--- config.mk ---
export PLATFORM = sky130hd
export DESIGN_NAME = poly_add_sequencer
export DESIGN_NICKNAME = d
export VERILOG_FILES = /design/src/rtl/poly_add_sequencer.sv
export SDC_FILE = /design/constraint.sdc
export NUM_CORES = 1
export LEC_CHECK = 0
export BUFFER_PORTS_ARGS = -buffer_cell sky130_fd_sc_hd__buf_2
export CORE_AREA = 4 4 41 43
export DETAILED_ROUTE_END_ITERATION = 16
export DIE_AREA = 0 0 45 47
export GPL_TIMING_DRIVEN = 0
export SLEW_MARGIN = 20
export SYNTH_ARGS = -nofsm -noshare
export SYNTH_HDL_FRONTEND = slang
export SYNTH_SLANG_ARGS = --single-unit
--- constraint.sdc ---
create_clock -name clk -period 1.3 [get_ports clk]
set_input_delay 0.13 -clock clk [delete_from_list [all_inputs] [get_ports clk]]
set_output_delay 0.13 -clock clk [all_outputs]
set_load 0.005 [all_outputs]
--- src/rtl/poly_add_sequencer.sv ---
// poly_add_sequencer
//   Control FSM for the Kyber encryption additions run through the shared
//   small-polynomial mux and CLA adder. Per job it performs, in order:
//     op 0..K-1 : u[j] = (A^T r)[j] + e1[j]
//     op K      : v'   = t^T r + e2
//     op K+1    : v    = v' + m
//   Each op walks ISSUE (add_start pulse) -> WAIT (until add_done) -> WRITE
//   (res_we pulse). After the last op a single done pulse is issued.
//
// Parameters
//   K          module rank, 2 or 3 (anything else stops elaboration)
//
// Ports
//   clk        clock
//   rst        asynchronous active-high reset
//   start      job request, sampled only in IDLE
//   busy       high from the cycle after start is accepted until DONE exits
//   done       one-cycle job completion pulse
//   mux_sel    small-poly mux select: 0..3 small inputs, 4 = message m
//   b_sel      operand-B source: 0..K-1 A^T r row, K = t^T r, K+1 = v'
//   add_start  one-cycle adder launch pulse
//   add_done   adder completion pulse
//   res_we     one-cycle result write strobe
//   res_idx    destination: 0..K-1 u[j], K = v' scratch, K+1 = v
//   err        sticky WAIT timeout flag (watchdog build only, else 0)
//
// Build option
//   POLY_ADD_TIMEOUT_EN  adds a 10-bit WAIT watchdog; after 1023 WAIT cycles
//                        without add_done the job is abandoned and err set.
module poly_add_sequencer #(
  parameter int K = 3
) (
  input  logic       clk,
  input  logic       rst,
  input  logic       start,
  output logic       busy,
  output logic       done,
  output logic [2:0] mux_sel,
  output logic [2:0] b_sel,
  output logic       add_start,
  input  logic       add_done,
  output logic       res_we,
  output logic [2:0] res_idx,
  output logic       err
);

  localparam int NUM_OPS = K + 2;

  localparam logic [2:0] S_IDLE  = 3'd0;
  localparam logic [2:0] S_ISSUE = 3'd1;
  localparam logic [2:0] S_WAIT  = 3'd2;
  localparam logic [2:0] S_WRITE = 3'd3;
  localparam logic [2:0] S_DONE  = 3'd4;

  localparam logic [2:0] OP_E2   = 3'(K);
  localparam logic [2:0] OP_M    = 3'(K + 1);
  localparam logic [2:0] LAST_OP = 3'(NUM_OPS - 1);

  generate
    if (K != 2 && K != 3) begin : g_bad_k
      $error("poly_add_sequencer: K must be 2 or 3");
    end
  endgenerate

  logic [2:0] r_state;
  logic [2:0] r_op;
  logic       w_timeout;
  logic       w_active;

  always_ff @(posedge clk or posedge rst) begin
    if (rst) begin
      r_state <= S_IDLE;
      r_op    <= '0;
    end else begin
      case (r_state)
        S_IDLE: begin
          if (start) begin
            r_state <= S_ISSUE;
            r_op    <= '0;
          end
        end
        // add_done is deliberately not looked at here: adder latency >= 1,
        // so anything seen during ISSUE is stale or spurious.
        S_ISSUE: r_state <= S_WAIT;
        S_WAIT: begin
          if (add_done) begin
            r_state <= S_WRITE;
          end else if (w_timeout) begin
            r_state <= S_IDLE;
          end
        end
        S_WRITE: begin
          if (r_op == LAST_OP) begin
            r_state <= S_DONE;
          end else begin
            r_op    <= r_op + 3'd1;
            r_state <= S_ISSUE;
          end
        end
        S_DONE: begin
          r_state <= S_IDLE;
          r_op    <= '0;
        end
        default: begin
          r_state <= S_IDLE;
          r_op    <= '0;
        end
      endcase
    end
  end

  // All outputs decode purely from registered state/op, so they are glitch
  // free with respect to inputs, hold steady from ISSUE to WRITE and drop
  // to zero the instant rst is asserted.
  always_comb begin
    busy      = (r_state != S_IDLE);
    done      = (r_state == S_DONE);
    add_start = (r_state == S_ISSUE);
    res_we    = (r_state == S_WRITE);
    w_active  = (r_state == S_ISSUE) || (r_state == S_WAIT) || (r_state == S_WRITE);
    mux_sel   = '0;
    b_sel     = '0;
    res_idx   = '0;
    if (w_active) begin
      res_idx = r_op;
      b_sel   = r_op;
      // e2 lives on small input 3 and m on the wide input 4 regardless of K
      if (r_op == OP_E2) begin
        mux_sel = 3'd3;
      end else if (r_op == OP_M) begin
        mux_sel = 3'd4;
      end else begin
        mux_sel = r_op;
      end
    end
  end

`ifdef POLY_ADD_TIMEOUT_EN
  logic [9:0] r_wd;
  logic       r_err;

  // Watchdog only runs in WAIT and is cleared everywhere else, so every
  // WAIT entry (and therefore every new start) begins from zero.
  always_ff @(posedge clk or posedge rst) begin
    if (rst) begin
      r_wd  <= '0;
      r_err <= 1'b0;
    end else begin
      if (r_state == S_WAIT) begin
        r_wd <= r_wd + 10'd1;
      end else begin
        r_wd <= '0;
      end
      if (w_timeout) begin
        r_err <= 1'b1;
      end
    end
  end

  // r_wd == 1022 marks the 1023rd WAIT cycle without add_done
  assign w_timeout = (r_state == S_WAIT) && !add_done && (r_wd == 10'd1022);
  assign err       = r_err;
`else
  assign w_timeout = 1'b0;
  assign err       = 1'b0;
`endif

endmodule

# Word-level counts from Yosys, hierarchy flattened
# Index checks and enable logic that the tools add are counted.
# word_totals
memories	0
reg_bits	6
latchBits	0
mem_bits_ro	0
wordCells	31
ramBits	0
# classes
bitwise_logic	1
div_mod_pow	0
n_shift	0
n_addsub	1
n_reduce_logical	7
eq_ne	9
n_mux	11
mul	0
n_lt_le_gt_ge	0
# ops
op	n
2-to-1 mux 3 bit	9
one-hot mux 3 bit (4 select lines)	1
== test 3 x 2 -> 1 bit, second input constant	3
one-hot mux 3 bit (3 select lines)	1
== test 3 bit, second input constant	2
inequality test 2 bit, second input constant	3
adder 3 x 1 -> 3 bit, second input constant	1
== test 3 x 1 -> 1 bit, second input constant	1
zero test 3 bit	1
AND reduction 3 bit	1
nonzero test 3 bit	1
logical OR 1 bit	2
AND reduction 2 bit	1
OR reduction 2 bit	1
NOT 1 bit	1

# Longest topological paths before layout
# Gate-level depths: netlist of run 1.
# depth
depth_word	4
ltp_mapped	5
ltp_nobuf	5

# Worst setup path before layout of run 1
# Ideal clock, no wire load.
# synth_timing
path_kind	register -> register
start	register r_op[0]
end	register r_op[1]
stages_incl_launch_ff	6
arrival_time_ns	1.106
synth_period_minus_slack_ns	1.229
n_path_buf	0
path_slack_ns	0.071
path_cell_list	dfrtp_1 inv_1 ha_1 nand2_1 a31o_2 mux2i_1
# synth_via
elab_chain_cells	3
elab_cells_between_ends	6
classes_between	1 x add/sub; 2 x eq/ne; 2 x mux; 1 x reduce/logical
# synth_rtl
item	line_no	source
start, declared	66	logic [2:0] r_op;
start signal, assigned	96	r_op <= r_op + 3'd1;
adder 3 x 1 -> 3 bit / == test 3 bit (equally long branches)	96, 93	
2-to-1 mux 3 bit / inequality test 2 bit (equally long branches)	--	
one-hot mux 3 bit (3 select lines) / AND reduction 3 bit (equally long branches)	--	
# Several ways; a longest one is shown, not always the timed one. The select of a mux whose other input is x is not followed.
# A chain may end at the register's enable or synchronous reset.

# Final worst setup path of run 1
# layout_timing
start	register r_op[0]
end	output mux_sel[2]
# layout_via
elab_chain_cells	4
elab_cells_between_ends	5
classes_between	2 x eq/ne; 3 x mux
# layout_rtl
item	line_no	source
== test 3 bit	130	end else if (r_op == OP_M) begin
2-to-1 mux 3 bit	130	
2-to-1 mux 3 bit (*)	128	if (r_op == OP_E2) begin
2-to-1 mux 3 bit (*)	124	if (w_active) begin
end, declared	38	output logic [2:0] mux_sel,
# Mark *: on every way between the ends. The rest lies on a longest branch, timed or not.

==> results of run 1 <==
metal layers:
| metal | global-route usage (%) | wire [um] | vias to the layer above |
|---|---|---|---|
| li1 | - | - | 246 |
| met1 | 14.0 | 589 | 227 |
| met2 | 16.9 | 637 | 13 |
| met3 | 5.75 | 66 | 2 |
| met4 | 3.51 | 10 | 0 |
| met5 | 0 | 0 | - |
flip-flops by register name (all words and copies together) (netlist names):
name,count
r_op,3
r_state,3
critical path, delay by kind of cell, from the launching register on:
kind	cells	cell delay [ns]
and+or+nand+nor	1	0.14
adders and majority gates	2	0.38
buffers and inverters	1	0.16
DFF	1	0.41
cell type report:
type | instances | area share [%]
clock buffer | 3 | 2.70
inverter | 4 | 1.80
tap | 15 | 2.25
buffer | 7 | 7.65
multi-input combinational | 36 | 41.7
timing repair buffer | 31 | 25.9
sequential | 6 | 18.0
worst paths after layout:
kind	startpoint	end	slack, ns
worst max-delay path	r_op[0]$_DFFE_PP0P_	mux_sel[2]	-0.16
worst min-delay path	add_done	r_state[0]$_DFFE_PP0P_	0.30
worst max register to register	r_op[0]$_DFFE_PP0P_	r_op[0]$_DFFE_PP0P_	0
worst min register to register	r_op[2]$_DFFE_PP0P_	r_op[2]$_DFFE_PP0P_	0.64
max in group asynchronous	rst	r_op[1]$_DFFE_PP0P_	0.77
min in group asynchronous	rst	r_state[0]$_DFFE_PP0P_	0.34
power by group:
group	leakage, nW	total, mW	internal, mW	switching [mW]
combinational	0.320	1.33	0.763	0.566
clock	0.0138	0.168	0.104	0.0636
sequential	0.0778	0.302	0.253	0.0490
timing repair:
item / 4_1_cts / 5_1_grt
setup endpoints to repair: 15 / 16
pin swaps: 3 / 14
hold buffers: 1 / 0
resized for setup: 10 / 25
buffers inserted: 4 / 10
endpoints found under the hold margin: 6 / 0
placed cells by master (no fill, tap or decap), types with 2 or more instances in the layout:
master    instances
buf_2            15
inv_2             3
buf_4            14
nand2_1           2
nor3_2            4
a21oi_2           2
dfrtp_1           6
buf_6             8
nand2_2           2
clkbuf_4          3
mux2i_1           3
ha_4              2
through the flow:
step / area, um2 / std cells / hold slack (ns) / TNS, ns
floorplan: 464 / 53 / -0.0790 / 0
global placement: 563 / 84 / 0.0598 / -0.270
detailed placement: 563 / 84 / 0.0538 / -0.332
CTS: 668 / 92 / 0.288 / -1.58
global route: 835 / 102 / 0.324 / -1.60
finish: 835 / 102 / 0.299 / -0.745
cells by family (layout without fill, tap and decap cells):
family | count (synthesis) | after routing
AND/OR/NAND/NOR | 23 | 23
XOR/XNOR | 1 | 1
buffers and inverters | 11 | 45
multiplexers | 3 | 3
other | 1 | 1
adder cells (fa/ha/maj) | 3 | 3
AO/OA/AOI/OAI | 5 | 5
flip-flops | 6 | 6
==> flow_summary.json, run 1 <==
{
  "dp_hpwl_um": 721,
  "synth-simple-area-share_pct": 28.6,
  "die_h_um": 47,
  "finalCoreUtilization_pct": 64.1,
  "ys_seq_elements": 6,
  "synth_cell_type_count": 26,
  "synth_top_area_share_pct": 32.3,
  "grt_overflow": 0,
  "yosys.area.top_type": "dfrtp_1",
  "grt_pass1_wl_um": 1630,
  "finalCritPeriodShare_pct": 113,
  "ir_drop_v": 0.00125,
  "hold_violations": 0,
  "synth_top_family_by_area": "simple AND/OR/NAND/NOR gates",
  "cp_max_fo": 3,
  "finalPower_mw": 1.80,
  "max_stage_delay_ns": 0.41,
  "crit_chain": "ha_2 -> ha_4 -> nor4_2 -> buf_2",
  "grt.total_usage_pct": 11.2,
  "hp-class": "input pin to register",
  "netlist_instances": 53,
  "cts_sinks": 6,
  "synth_compound_area_share_pct": 6.47,
  "cts_made_buffers": 3,
  "port-buffer-count": 16,
  "core_um2": 1300,
  "power_density_nw_per_um2": 2160,
  "rows": 13,
  "critPathLaunchType": "register",
  "yosysMostFrequentCell": "dfrtp_1",
  "chipWidth_um": 45,
  "postRouteAntennaNets": 0,
  "holdPathStages": 4,
  "period_minus_slack_ns": 1.46,
  "insertion_delay_ns": 0.25,
  "synth-async-reset-ratio_pct": 100,
  "rsz0062_at_grt": "yes",
  "avgViaCountPerCell": 4.78,
  "arrival_ns": 1.33,
  "slowest_stage": "dfrtp_1",
  "antenna_found_initial": 0,
  "vias": 488,
  "routedWlPerCell_um": 12.8,
  "syn_area_per_cell_um2": 8.76,
  "report.final.slew_viol_count": 0,
  "ys_seq_area_share_pct": 32.3,
  "r2r_cells": 6,
  "synth_mux_area_share_pct": 6.47,
  "drc": 0,
  "synth_top_flop_cell": "dfrtp_1",
  "clk_pin_slew_ns": 0.04,
  "post-place-ws_ns": -0.0672,
  "drive_above_1_share_pct": 72.4,
  "grt_start_max_net_pins": 11,
  "leakage_nw": 0.411,
  "cts_root_buf": "clkbuf_4",
  "cp.required_ns": 1.17,
  "cts_buffer_depth": 2,
  "yosys_warnings": 0,
  "post-route-worst-setup-slack_ns": -0.165,
  "fin_worst_skew_ns": 0.00312,
  "start_util_pct": 35.7,
  "multiInputGateArea_um2": 348,
  "drv_cap": 0,
  "synth_edf_count": 0,
  "diodes": 0,
  "die_area_um2": 2120,
  "yosys.area_share.adder_pct": 8.09,
  "nFillCells": 108,
  "layout.nets": 96,
  "drt-total-wl_um": 1300,
  "drt_first_iter_violations": 5,
  "critPathCaptureType": "output port",
  "synthTopCellsByCount": "dfrtp_1, nand2_1, nor3_1",
  "gp_congestion": 0.757,
  "boundaryPins": 18,
  "violations": "negative setup slack",
  "synth_xor_area_share_pct": 1.89,
  "drtPass1Iterations": 4,
  "setup-violations-final": 10,
  "synth_area_um2": 464,
  "cts_tree": "built",
  "outcome": "finished, violations left",
  "crit_type": "register to output port",
  "areaGrowthSynthToFinish_pct": 79.8,
  "ff_latch_area_um2": 150,
  "synth_area_leaders": "dfrtp_1, ha_1, mux2i_1",
  "grt_pass1_vias": 385,
  "htree_levels": 1,
  "synth_nets": 60,
  "max_freq_mhz": 683
}
Note: power is estimated with default switching activity, not from simulation.
==> run 2, diff against run 1 <==
--- a/config.mk
+++ b/config.mk
@@ -10,6 +10,7 @@
 export DETAILED_ROUTE_END_ITERATION = 16
 export DIE_AREA = 0 0 45 47
 export GPL_TIMING_DRIVEN = 0
+export SKIP_CTS_REPAIR_TIMING = 1
 export SLEW_MARGIN = 20
 export SYNTH_ARGS = -nofsm -noshare
 export SYNTH_HDL_FRONTEND = slang
==> flow_summary.json, run 2 (same netlist as run 1, synthesis figures left out) <==
{
  "dp_hpwl_um": 721,
  "grt_pass1_wl_um": 1460,
  "stdcell_area_um2": 805,
  "cp.required_ns": 1.17,
  "ir_drop_v": 0.00118,
  "cts_tree": "built",
  "diodes": 0,
  "outcome": "finished, violations left",
  "port-buffer-count": 16,
  "crit_start": "r_op[0]$_DFFE_PP0P_",
  "routedWlPerCell_um": 12.3,
  "arrival_ns": 1.33,
  "setup_tns_ns": -1.00,
  "rsz0062_at_grt": "yes",
  "fin_worst_skew_ns": 0.00552,
  "leakage_nw": 0.387,
  "rows": 13,
  "crit_chain": "ha_4 -> ha_4 -> a21oi_2 -> nor3_2 -> buf_2",
  "cts_root_buf": "clkbuf_4",
  "period_minus_slack_ns": 1.46,
  "min_from": "add_done",
  "setup-violations-final": 12,
  "post-route-worst-setup-slack_ns": -0.160,
  "grt_start_max_net_pins": 11,
  "holdPathStages": 4,
  "grt_pass1_vias": 345,
  "layout.nets": 93,
  "max_stage_delay_ns": 0.44,
  "reg2reg_from": "r_op[0]$_DFFE_PP0P_",
  "reg_top3": "r_op x3, r_state x3",
  "start_util_pct": 35.7,
  "drc": 0,
  "cp_max_fo": 4,
  "hp-class": "input pin to register",
  "cts_sinks": 6,
  "slowest_stage": "dfrtp_2",
  "reg2reg_to": "r_op[2]$_DFFE_PP0P_",
  "die_h_um": 47,
  "endpoint": "mux_sel[0]",
  "crit_type": "register to output port",
  "core_um2": 1300,
  "boundaryPins": 18,
  "drt-total-wl_um": 1220,
  "htree_levels": 1,
  "grt.total_usage_pct": 10.1,
  "r2r_slack_ns": -0.04,
  "drtPass1Iterations": 2,
  "post-place-ws_ns": -0.0672,
  "drv_cap": 0,
  "hold_violations": 0,
  "gp_congestion": 0.757,
  "finalCritPeriodShare_pct": 112,
  "most-common-layout-cells": "buf_2, buf_4, buf_6",
  "place_area_um2": 563,
  "critPathCaptureType": "output port",
  "vias": 479,
  "drt_first_iter_violations": 3,
  "crit_path_frequent_cell": "ha_4",
  "cts_made_buffers": 3,
  "clk_pin_slew_ns": 0.04,
  "max_freq_mhz": 685,
  "whs_ns": 0.290,
  "violations": "negative setup slack",
  "report.final.slew_viol_count": 0,
  "critPathLaunchType": "register",
  "chipWidth_um": 45,
  "avgViaCountPerCell": 4.84,
  "die_area_um2": 2120,
  "postRouteAntennaNets": 0,
  "power_density_nw_per_um2": 2130,
  "layout_commonest_cell": "buf_2",
  "finalPower_mw": 1.71,
  "grt_overflow": 0,
  "insertion_delay_ns": 0.25,
  "r2r_cells": 6,
  "cts_buffer_depth": 2,
  "antenna_found_initial": 0,
  "drive_above_1_share_pct": 71.4,
  "areaGrowthSynthToFinish_pct": 73.3
}
## run 2: how the worst min path moves through the flow
stage / end / slack (ns)
finish: r_state[0]$_DFFE_PP0P_ / 0.29
global route: r_state[0]$_DFFE_PP0P_ / 0.31
CTS: r_state[0]$_DFFE_PP0P_ / -0.21
detailed placement: r_state[1]$_DFFE_PP0P_ / 0.05
global placement: r_state[1]$_DFFE_PP0P_ / 0.06
floorplan: r_op[0]$_DFFE_PP0P_ / -0.08
## run 2: report_power, final
| part | internal, mW | switching [mW] |
|---|---|---|
| clock | 0.104 | 0.0665 |
| combinational | 0.685 | 0.526 |
| sequential | 0.260 | 0.0694 |
## run 2: worst max-delay path, delay by kind of cell, from the launching register on
kind,cells,cell delay [ns]
buf+inv,1,0.12
fa+ha+maj,2,0.34
simple gates,1,0.05
flops,1,0.44
compound gates,1,0.12
## run 2: stage by stage
stage,cells,utilization [%]
2_1_floorplan,53,-
3_5_place_dp,84,43.3
5_1_grt,99,61.8
3_3_place_gp,84,43.3
6_report,99,61.8
4_1_cts,87,45.0
## run 2: final cells by class
| cell class | instances | area, um2 |
|---|---|---|
| plain buffers | 7 | 63.8 |
| clock buffers | 3 | 22.5 |
| fillers | 113 | 497 |
| inverters | 4 | 15.0 |
| multi-input cells | 36 | 348 |
| flip-flops and latches | 6 | 154 |
| well taps | 15 | 18.8 |
| repair buffers | 28 | 183 |
## run 2: layer usage
metal / part of all wire [%] / vias to the layer above / global-route usage [%]
li1: - / 239 / -
met5: 0 / - / 0
met3: 6.1 / 2 / 5.75
met2: 50 / 11 / 15.3
met4: 0.82 / 0 / 3.51
met1: 43 / 227 / 12.1
==> run 3, diff against run 2 <==
--- a/config.mk
+++ b/config.mk
@@ -6,9 +6,10 @@
 export NUM_CORES = 1
 export LEC_CHECK = 0
 export BUFFER_PORTS_ARGS = -buffer_cell sky130_fd_sc_hd__buf_2
-export CORE_AREA = 4 4 41 43
+export CORE_ASPECT_RATIO = 1.5
+export CORE_MARGIN = 4
+export CORE_UTILIZATION = 23
 export DETAILED_ROUTE_END_ITERATION = 16
-export DIE_AREA = 0 0 45 47
 export GPL_TIMING_DRIVEN = 0
 export SKIP_CTS_REPAIR_TIMING = 1
 export SLEW_MARGIN = 20
==> flow_summary.json, run 3 (same netlist as run 1, synthesis figures left out) <==
{
  "outcome": "finished, violations left",
  "violations": "negative setup slack",
  "ff_latch_area_um2": 151,
  "crit_buf_inv": 1,
  "ir_drop_v": 0.000919,
  "cts_sinks": 6,
  "die_area_um2": 2820,
  "multiInputGateArea_um2": 344,
  "dp_hpwl_um": 760,
  "setup-violations-final": 15,
  "port-buffer-count": 16,
  "grt_overflow": 0,
  "clkPwrFrac_pct": 9.4,
  "hold-path-endpoint": "r_state[0]$_DFFE_PP0P_",
  "crit_family": "flip-flops",
  "holdPathStages": 4,
  "reg2reg_to": "r_op[1]$_DFFE_PP0P_",
  "drt-total-wl_um": 1220,
  "report.final.slew_viol_count": 0,
  "hp-class": "input pin to register",
  "nFillCells": 187,
  "leakage_nw": 0.385,
  "areaGrowthSynthToFinish_pct": 72.5,
  "cts_made_buffers": 3,
  "cts_buffer_depth": 2,
  "reg_top3": "r_op x3, r_state x3",
  "cts_tree": "built",
  "whs_ns": 0.318,
  "drv_cap": 0,
  "start_util_pct": 24.7,
  "switching_share_pct": 37.8,
  "dp_cells": 90,
  "fin_worst_skew_ns": 0.000448,
  "finalCoreUtilization_pct": 42.6,
  "reg2reg_from": "r_op[0]$_DFFE_PP0P_",
  "drive_above_1_share_pct": 68.7,
  "drc": 0,
  "grt_pass1_vias": 369,
  "layout.nets": 92,
  "p_switching_mw": 0.639,
  "clk_pin_slew_ns": 0.04,
  "cts_root_buf": "clkbuf_4",
  "avgViaCountPerCell": 4.48,
  "most-common-layout-cells": "buf_4, buf_2, buf_6, dfrtp_1, nand2_1",
  "min_from": "add_done",
  "routedWlPerCell_um": 11.7,
  "intPower_mw": 1.05,
  "gp_congestion": 0.729,
  "stdcell_area_um2": 801,
  "rsz0062_at_grt": "yes",
  "grt_pass1_wl_um": 1490,
  "max_freq_mhz": 668,
  "slowest_stage": "dfrtp_1",
  "drtPass1Iterations": 4,
  "htree_levels": 1,
  "arrival_ns": 1.37,
  "cp_max_fo": 4,
  "chipWidth_um": 44.7,
  "period_minus_slack_ns": 1.50,
  "hold_violations": 0,
  "max_stage_delay_ns": 0.42,
  "r2r_slack_ns": -0.06,
  "rows": 19,
  "instances_no_fill": 104,
  "critPathCaptureType": "output port",
  "core_um2": 1880,
  "post-place-ws_ns": -0.0727,
  "post-route-worst-setup-slack_ns": -0.196,
  "drt_first_iter_violations": 4,
  "crit_type": "register to output port",
  "setup_tns_ns": -1.25,
  "place_area_um2": 571,
  "antenna_found_initial": 0,
  "r2r_cells": 6,
  "crit_chain": "ha_2 -> ha_4 -> nor4_2 -> buf_2",
  "insertion_delay_ns": 0.23,
  "grt.total_usage_pct": 7.11,
  "finalCritPeriodShare_pct": 115,
  "cp.required_ns": 1.17,
  "power_density_nw_per_um2": 2110,
  "power_frac_comb_pct": 71.8,
  "finalPower_mw": 1.69,
  "grt_start_max_net_pins": 11,
  "boundaryPins": 18,
  "die_h_um": 63.0,
  "diodes": 0,
  "postRouteAntennaNets": 0,
  "critPathLaunchType": "register",
  "vias": 466,
  "seqPwrFrac_pct": 18.8
}
run 3: area by class of cell:
class                           count  share of cell area (%)
Buffer                              7                    7.97
Clock buffer                        3                    2.81
Inverter                            4                    1.88
Multi-Input combinational cell     36                    43.0
Sequential cell                     6                    18.9
Tap cell                           21                    3.28
Timing Repair Buffer               27                    22.2
run 3: worst reg2reg max path: stages (launching register included):
cell	delay [ns]
dfrtp_2	0.43
inv_2	0.11
ha_4	0.14
nand2_4	0.06
buf_4	0.15
a31o_4	0.23
mux2i_1	0.12
run 3: worst max-delay path by stage:
| stage | start | endpoint | slack, ns | cells after the start |
|---|---|---|---|---|
| 2_1_floorplan | r_op[0]$_DFFE_PP0P_ | r_op[1]$_DFFE_PP0P_ | 0.07 | 5 |
| 3_3_place_gp | r_op[0]$_DFFE_PP0P_ | r_op[0]$_DFFE_PP0P_ | -0.04 | 5 |
| 3_5_place_dp | r_op[0]$_DFFE_PP0P_ | r_op[0]$_DFFE_PP0P_ | -0.07 | 5 |
| 4_1_cts | r_op[0]$_DFFE_PP0P_ | mux_sel[1] | -0.29 | 6 |
| 5_1_grt | r_op[1]$_DFFE_PP0P_ | mux_sel[2] | -0.29 | 4 |
| 6_report | r_op[1]$_DFFE_PP0P_ | mux_sel[2] | -0.20 | 4 |
run 3: power groups by stage:
stage               combinational (mW)  clock [mW]  sequential (mW)
global placement                 0.749           0            0.303
detailed placement               0.765           0            0.308
global route                      1.33       0.184            0.327
CTS                              0.768       0.168            0.305
floorplan                        0.552           0            0.295
finish                            1.21       0.159            0.318
run 3: layer usage:
| layer | global-route usage (%) | part of all wire, % | routed length, um | vias to the layer above |
|---|---|---|---|---|
| met2 | 10.4 | 56 | 678 | 13 |
| met4 | 6.04 | 0.74 | 9 | 0 |
| met1 | 8.74 | 37 | 447 | 217 |
| li1 | - | - | - | 234 |
| met3 | 0.865 | 6.6 | 80 | 2 |
| met5 | 0 | 0 | 0 | - |
